## src/rtl/dmem_pkg.sv

```systemverilog
// Shared constants for the data-memory arbiter.
// FSM state encoding and port indices.
package dmem_pkg;

  localparam logic [1:0] ST_IDLE = 2'd0;
  localparam logic [1:0] ST_OWN0 = 2'd1;
  localparam logic [1:0] ST_OWN1 = 2'd2;

  localparam logic P0 = 1'b0;
  localparam logic P1 = 1'b1;

endpackage

```

## src/rtl/rr_pick2.sv

```systemverilog
// Two-way round-robin pick.
// last names the port granted most recently; the other wins a tie.
module rr_pick2
  import dmem_pkg::*;
(
  input  logic req0,
  input  logic req1,
  input  logic last,
  output logic gnt0,
  output logic gnt1
);

  assign gnt0 = req0 & (~req1 | (last == P1));
  assign gnt1 = req1 & (~req0 | (last == P0));

endmodule

```

## src/rtl/dmem_arbiter.sv

```systemverilog
// Two-port data-memory arbiter with round-robin and bounded lock.
// Grants are combinational; read data returns one cycle later.
module dmem_arbiter
  import dmem_pkg::*;
#(
  parameter int M        = 16,
  parameter int N        = 32,
  parameter int LOCK_MAX = 4
) (
  input  logic         clk,
  input  logic         rst,
  input  logic         req0,
  input  logic         req1,
  input  logic         we0,
  input  logic         we1,
  input  logic         lock0,
  input  logic         lock1,
  input  logic [M-1:0] addr0,
  input  logic [M-1:0] addr1,
  input  logic [N-1:0] wdata0,
  input  logic [N-1:0] wdata1,
  output logic         gnt0,
  output logic         gnt1,
  output logic         rvalid0,
  output logic         rvalid1,
  output logic [N-1:0] rdata0,
  output logic [N-1:0] rdata1,
  output logic         mem_w_en,
  output logic [M-1:0] mem_addr,
  output logic [N-1:0] mem_din,
  input  logic [N-1:0] mem_dout
);

  localparam int CW = $clog2(LOCK_MAX + 1);
  localparam logic [CW-1:0] CMAX = CW'(LOCK_MAX);

  logic [1:0]    state, state_n;
  logic          last, last_n;
  logic [CW-1:0] cnt, cnt_n, inc;
  logic          rr_g0, rr_g1;
  logic          g0, g1, sat;
  logic [1:0]    own;
  logic          oth, lk;
  logic          rv0_q, rv1_q;
  logic [N-1:0]  rd0_q, rd1_q;

  rr_pick2 u_rr (
    .req0 (req0),
    .req1 (req1),
    .last (last),
    .gnt0 (rr_g0),
    .gnt1 (rr_g1)
  );

  assign sat = (cnt == CMAX);

  // A saturated owner yields with a dead cycle; the rr pointer then favours the other port.
  always_comb begin
    g0 = 1'b0;
    g1 = 1'b0;
    case (state)
      ST_OWN0: g0 = req0 & ~(sat & req1);
      ST_OWN1: g1 = req1 & ~(sat & req0);
      default: begin
        g0 = rr_g0;
        g1 = rr_g1;
      end
    endcase
  end

  always_comb begin
    state_n = ST_IDLE;
    cnt_n   = '0;
    last_n  = last;
    own     = g1 ? ST_OWN1 : ST_OWN0;
    oth     = g1 ? req0 : req1;
    lk      = g1 ? lock1 : lock0;
    inc     = CW'(1);
    if (state == own)
      inc = sat ? cnt : cnt + CW'(1);
    if (g0 | g1) begin
      last_n = g1 ? P1 : P0;
      if (lk && !(inc == CMAX && oth)) begin
        state_n = own;
        cnt_n   = inc;
      end
    end
  end

  assign gnt0     = g0 & ~rst;
  assign gnt1     = g1 & ~rst;
  assign mem_w_en = (gnt0 & we0) | (gnt1 & we1);
  assign mem_addr = gnt0 ? addr0 : gnt1 ? addr1 : '0;
  assign mem_din  = gnt0 ? wdata0 : gnt1 ? wdata1 : '0;

  always_ff @(posedge clk) begin
    if (rst) begin
      state <= ST_IDLE;
      last  <= P1;
      cnt   <= '0;
      rv0_q <= 1'b0;
      rv1_q <= 1'b0;
      rd0_q <= '0;
      rd1_q <= '0;
    end else begin
      state <= state_n;
      last  <= last_n;
      cnt   <= cnt_n;
      rv0_q <= gnt0 & ~we0;
      rv1_q <= gnt1 & ~we1;
      if (gnt0 & ~we0) rd0_q <= mem_dout;
      if (gnt1 & ~we1) rd1_q <= mem_dout;
    end
  end

  assign rvalid0 = rv0_q & ~rst;
  assign rvalid1 = rv1_q & ~rst;
  assign rdata0  = rst ? '0 : rd0_q;
  assign rdata1  = rst ? '0 : rd1_q;

endmodule

```

## config.mk

```make
export PLATFORM = sky130hd
export DESIGN_NAME = dmem_arbiter
export DESIGN_NICKNAME = d
export VERILOG_FILES = /design/src/rtl/dmem_pkg.sv /design/src/rtl/rr_pick2.sv /design/src/rtl/dmem_arbiter.sv
export SDC_FILE = /design/constraint.sdc
export NUM_CORES = 1
export LEC_CHECK = 0
export CAP_MARGIN = 5
export CORE_ASPECT_RATIO = 0.5
export CORE_MARGIN = 1
export CORE_UTILIZATION = 35
export CTS_CLUSTER_SIZE = 10
export DETAILED_ROUTE_END_ITERATION = 10
export GPL_ROUTABILITY_DRIVEN = 0
export GPL_TIMING_DRIVEN = 0
export PLACE_DENSITY = 0.82
export SLEW_MARGIN = 30
export SYNTH_ARGS = -nofsm -noshare
export SYNTH_HDL_FRONTEND = slang
export SYNTH_SLANG_ARGS = --single-unit
```

## constraint.sdc

```tcl
create_clock -name clk -period 2.4 [get_ports clk]
set_input_delay 0.24 -clock clk [delete_from_list [all_inputs] [get_ports clk]]
set_output_delay 0.24 -clock clk [all_outputs]
set_load 0.1 [all_outputs]
```

Yosys cells after proc, flatten, opt, wreduce, memory -nomap -nowiden. Index checks and enable logic that the tools add are counted.

Flip-flop bits (word level): 72. Input bits: 136. Output and inout port bits: 117. Word-level logic and storage cells: 59.

Add/sub/neg operators: 1. Equality and inequality tests: 5. Multiplexer cells: 14. Bitwise gates (word level): 28. Reductions and logical operators: 4.

Operators by type and width (count): 2-to-1 mux 32 bit (4); 2-to-1 mux 16 bit (2); bitwise AND 1 bit (14); NOT 1 bit (10); equality test 3 bit, second input constant (2); 2-to-1 mux 3 bit (2); bitwise OR 1 bit (4); case mux 1 bit (2 select lines) (2); adder 3 x 1 -> 3 bit, second input constant (1); 2-to-1 mux 1 bit (3); OR reduction 3 bit (1); equality test 2 x 1 -> 1 bit, second input constant (1); equality test 2 bit (1); equality test 2 bit, second input constant (1); logical AND 1 bit (2); 2-to-1 mux 2 bit (1); logical NOT 1 bit (1).

Depth between registers and ports, before layout.
Word-level depth: 14. Depth in mapped cells: 8. Mapped depth without buffers: 7.

Modules after synthesis. From an unflattened synthesis, not the netlist that was laid out.

Cell total of the unflattened synthesis: 331. Area, all modules: 3572.2 µm².

Modules (own cells, without submodules): dmem_arbiter (instances 1, cells each 328, area an instance 3553.4 µm², sequential area each 1441.4 µm²); rr_pick2 (instances 1, cells each 3, area an instance 18.8 µm², sequential area each 0.0 µm²).

Least setup slack after synthesis. OpenSTA, ideal clock, no wires.

Path type: flip-flop to output port. Start: reg cnt[0]. End: out mem_din[22]. Arrival time: 3146 ps. Required time: 2160 ps. Path slack: -986 ps. Stages on the path, launching flop included: 8. Path buffers: 1. Cells stage by stage: dfxtp_1 inv_1 ha_1 nand3_1 o211ai_2 nor3_1 clkbuf_1 a22o_1.

Elaborated cells between the ends (all ways): 13. Those cells by class: eq/ne: 1; mux: 4; bitwise: 8.

RTL lines: start: declaration (line dmem_arbiter.sv:39) `logic [CW-1:0] cnt, cnt_n, inc;`; start signal: assignment (line dmem_arbiter.sv:108) `cnt <= cnt_n;`; equality test 3 bit (line dmem_arbiter.sv:55) `assign sat = (cnt == CMAX);`; bitwise AND 1 bit (line dmem_arbiter.sv:62) `ST_OWN0: g0 = req0 & ~(sat & req1);`; NOT 1 bit (line dmem_arbiter.sv:62); bitwise AND 1 bit (line dmem_arbiter.sv:62); case mux 1 bit (2 select lines) (line dmem_arbiter.sv:61) `case (state)`; bitwise AND 1 bit (line dmem_arbiter.sv:90) `assign gnt0 = g0 & ~rst;`; net gnt0 (line dmem_arbiter.sv:22) `output logic gnt0,`; 2-to-1 mux 32 bit (line dmem_arbiter.sv:94) `assign mem_din = gnt0 ? wdata0 : gnt1 ? wdata1 : '0;`; end: declaration (line dmem_arbiter.sv:30) `output logic [N-1:0] mem_din,`.

The timed path passes the listed nets, and every way through them passes these cells.

Final worst setup path.
Start: reg state[1]. End: out mem_din[29].

Word-level cells in the longest chain between the ends: 5. Elaborated cells between the ends (all ways): 8. Those cells by class: eq/ne: 2; mux: 4; bitwise: 2.

Ends and longest elaborated chain: start: declaration (line dmem_arbiter.sv:37) `logic [1:0] state, state_n;`; start signal: assignment (line dmem_arbiter.sv:106) `state <= state_n;`; equality test 2 bit / equality test 2 x 1 -> 1 bit (equally long branches) (line dmem_arbiter.sv:61); case mux 1 bit (2 select lines) (line dmem_arbiter.sv:61); bitwise AND 1 bit (line dmem_arbiter.sv:91) `assign gnt1 = g1 & ~rst;`; 2-to-1 mux 32 bit (line dmem_arbiter.sv:94); 2-to-1 mux 32 bit (*) (line dmem_arbiter.sv:94).

Every way passes the cells marked *; elsewhere a longest branch is shown, timed or not.

==> impl_summary.md <==
Run status
The flow ran to the end, but the final reports show violations. The final reports fail on setup timing.

Logic synthesis
The fraction of synthesis flops using an asynchronous set or reset pin is 0%. The number of unique standard cell types used by synthesis is 36. The post-synth net total is 455. The instance count of the mapped netlist is 317. The post-synthesis instance area is about 3500 um2. The average cell area after synthesis is 10.9 um2. For this run, the leading register cell type out of synthesis is sky130_fd_sc_hd__dfxtp_1. The number of warning messages in the yosys log is 0. The register area share after synthesis is approximately two fifths. After synthesis the netlist holds a flip-flop and latch count of 72.

The count of flip-flops with a built-in enable after synthesis is 0.

Timing
For the final database, setup skew stands at a little over 0.006 ns. The worst path in the final design needs a cycle of roughly 2.5 ns, including I/O delays and setup. The final setup TNS is -2.36 ns. The count of final max-slew check failures is 0.

The pin slew with the least headroom to its limit is 1.03 ns. The count of endpoints failing setup in the final report is 50. After layout, the worst setup slack is -0.0837 ns. Setup repair after global routing could not meet its margin everywhere. The final critical path takes up 103% of the cycle. The final number of hold-violating endpoints is 0. The worst pin sits at a relative slew slack of 31.5%. Timing would allow up to roughly 400 MHz.

Pwr
Combinational cells account for 39.7% of the total power. The clock group share of total power is 31.9%. The internal power consumption is 2920 uW. The net switching power is roughly 1600 uW.

The static power due to leakage is 0.00363 uW. Per report_power, the sequential group accounts for 28.5% of the total. In this run the power density over the cells is between 500 and 600 nW/um2.

The maximum VDD drop is 444 uV. Net switching is 34.7% of the power.

Floorplanning
The initialized floorplan defines 25 standard-cell rows. For this configuration, the core starts out at a cell density of 36.4%. The core area is 9510 um2.

253 I/O pins were placed. The die outline width is 143 um. The chip height is 72.3 um.

The die covers 10300 um2.

Clocking
The clock passes through at most 2 buffers. TritonCTS built the clock tree. The number of buffers added to fix hold violations after cts is 0. The tree is rooted in a sky130_fd_sc_hd__clkbuf_16. CTS built an H-tree with a depth of 3. The later pin in the worst-skew pair is clocked with a latency of 0.32 ns. The tree built by TritonCTS fans out to 72 sinks. After clock tree synthesis, the clock-pin slew on the worst setup and hold paths is around 0.060 ns. Counting the buffers created by CTS gives 9.

Worst setup path
The largest stage delay on the critical path is 0.46 ns. The slowest cell on the critical path is sky130_fd_sc_hd__or3_4. The largest fanout on the critical path is 6.

STA puts the critical path data arrival time at ~2.2 ns. The signal on the critical path passes through or2b_4 > mux2i_4 > or3_4 > clkinv_8 > clkbuf_16 > a22o_4 > buf_12. The count of buffering cells on the critical path with inverters included is 3.

Data on the critical path is required at its endpoint by 2.16 ns. STA classifies the critical path endpoint as an output port. The critical path is of the register to output port type. The kind of cell with the highest combined delay along the critical path is simple AND/OR/NAND/NOR gates. The worst setup path is launched from a register.

Final layout
The layout overhead on the synthesized area is 125%. Leaving out fill and tap cells, the most frequent cells in the layout are sky130_fd_sc_hd__clkdlybuf4s50_1 (138), sky130_fd_sc_hd__dfxtp_1 (70), sky130_fd_sc_hd__mux2_2 (63), sky130_fd_sc_hd__buf_12 (54), sky130_fd_sc_hd__a22o_4 (49). Of the cells placed in the final design, the portion with a size suffix greater than 1 is 45.6%. The count of placed standard cells in the final layout, fillers left out is 732. Leaving out fill and tap cells, the most frequent cell in the layout is sky130_fd_sc_hd__clkdlybuf4s50_1. The layout net count is ~730.

The filler cell count in the final layout is around 550.

Worst hold path
The worst min-delay path category is primary input to register.

Placed design
The worst slack after detailed placement is -1.24 ns. The number of port buffers is 251. In this run, placement finished with an instance count of approximately 700.

The half-perimeter wire length after placement is 9820 um.

Flow run
The max-capacitance violation count is 0.

GRT
The initial antenna violation count is 1. The first global-routing pass estimated around 19000 um of wire. The global routing usage summed across all routing layers is 23.8%. The total overflow reported by the global router is 0. The number of global-route vias before repair is 3421.

Entering global routing, the biggest net connects 13 pins.

Detailed routing
The total wirelength of the detailed-routed design is 15600 um. The DRC violation total after the first TritonRoute iteration is 127. In the final routed layout, each cell accounts on average for 21.4 um. The total number of vias is around 3700.

The post-route antenna net violation count is 0. The count of TritonRoute iterations in the first routing pass is 6. The number of remaining DRC errors is 0. Dividing the detail-routed via count by the number of cells gives a little over 5.
-- timing repair --
item / in CTS / in global routing
gates cloned: 0 / 6
buffers inserted: 0 / 6
setup endpoints to repair: 92 / 96
pin swaps: 0 / 4
gates resized for setup: 499 / 147
-- cell families after synthesis --
| group | Yosys count | synth area share, % |
|---|---|---|
| muxes | 65 | 21.5 |
| DFF | 72 | 41.7 |
| buffers and inverters | 27 | 3.36 |
| xor gates and xnor gates | 1 | 0.253 |
| and+or+nand+nor | 91 | 17.5 |
| adders and majority gates | 2 | 0.723 |
| AOI/OAI and AO/OA | 59 | 15.0 |
-- worst reg2reg max path: stages (launching register included) --
cell and delay (ns):
sky130_fd_sc_hd__dfxtp_1 0.35, sky130_fd_sc_hd__inv_2 0.07, sky130_fd_sc_hd__ha_4 0.17, sky130_fd_sc_hd__nand3_1 0.12
sky130_fd_sc_hd__o211ai_4 0.12, sky130_fd_sc_hd__buf_4 0.18, sky130_fd_sc_hd__nor4_4 0.37, sky130_fd_sc_hd__buf_2 0.37
sky130_fd_sc_hd__mux2_2 0.38
-- per-layer routing --
metal | wire (um) | GRT usage (%)
met1 | 5970 | 27.8
met2 | 8370 | 45.2
met3 | 782 | 3.83
met4 | 501 | 7.05
met5 | 0 | 0
-- state kept, by name, summed over array words and instances (netlist names) --
register and flops:
cnt 3, rv1_q 1, rd0_q 32, state 2, rd1_q 32, rv0_q 1
last 1
-- cells in the mapped netlist, drive strengths merged (2+ instances only) --
| cell | number | area (um2) |
|---|---|---|
| dfxtp | 72 | 1440 |
| nor2b | 67 | 419 |
| mux2 | 64 | 721 |
| a22o | 49 | 429 |
| buf | 12 | 60.1 |
| clkbuf | 12 | 45.0 |
| inv | 3 | 11.3 |
| nand2 | 3 | 11.3 |
| nand3 | 3 | 15.0 |
| nor3 | 3 | 15.0 |
| nor4 | 3 | 48.8 |
| a2111oi | 2 | 30.0 |
| ha | 2 | 25.0 |
| nor2 | 2 | 7.51 |
| nor3b | 2 | 20.0 |
| o21ai | 2 | 10.0 |
-- per-stage QoR --
stage / util, % / power [uW] / area (um2) / hold slack, ns
global route: 81.7 / 4600 / 7760 / 0.513
CTS: 74.2 / 4290 / 7050 / 0.443
finish: 81.7 / 4470 / 7760 / 0.495
floorplan: - / 2270 / 3660 / 0.368
global placement: 66.7 / 2730 / 6340 / 0.522
detailed placement: 66.7 / 2740 / 6340 / 0.524
-- worst paths after layout --
kind,cells past startpoint,to,slack [ns],from
min,3,state[0],0.49,rst
max reg2reg,8,rd0_q[19],0.15,cnt[0]
max,7,mem_din[29],-0.08,state[1]
min reg2reg,2,rd0_q[5],0.59,rd0_q[5]
-- final cells by class --
type,count,area (um2),share of cell area [%]
clock inverter,5,80.1,1.03
antenna,1,2.50,0.0322
timing repair buffer,262,3140,40.4
clock buffer,11,243,3.13
sequential,72,1440,18.6
timing repair inverter,1,11.3,0.145
buffer,24,209,2.69
multi-input combinational,218,2440,31.5
inverter,3,23.8,0.306
tap,135,169,2.18
-- power by group through the flow --
| stage | Combinational, uW | Clock, uW | Sequential, uW |
|---|---|---|---|
| floorplan | 983 | 0 | 1290 |
| global placement | 1430 | 0 | 1290 |
| detailed placement | 1440 | 0 | 1300 |
| CTS | 1570 | 1440 | 1270 |
| global route | 1820 | 1500 | 1280 |
| finish | 1770 | 1430 | 1270 |
(Power assumes the default switching activity.)
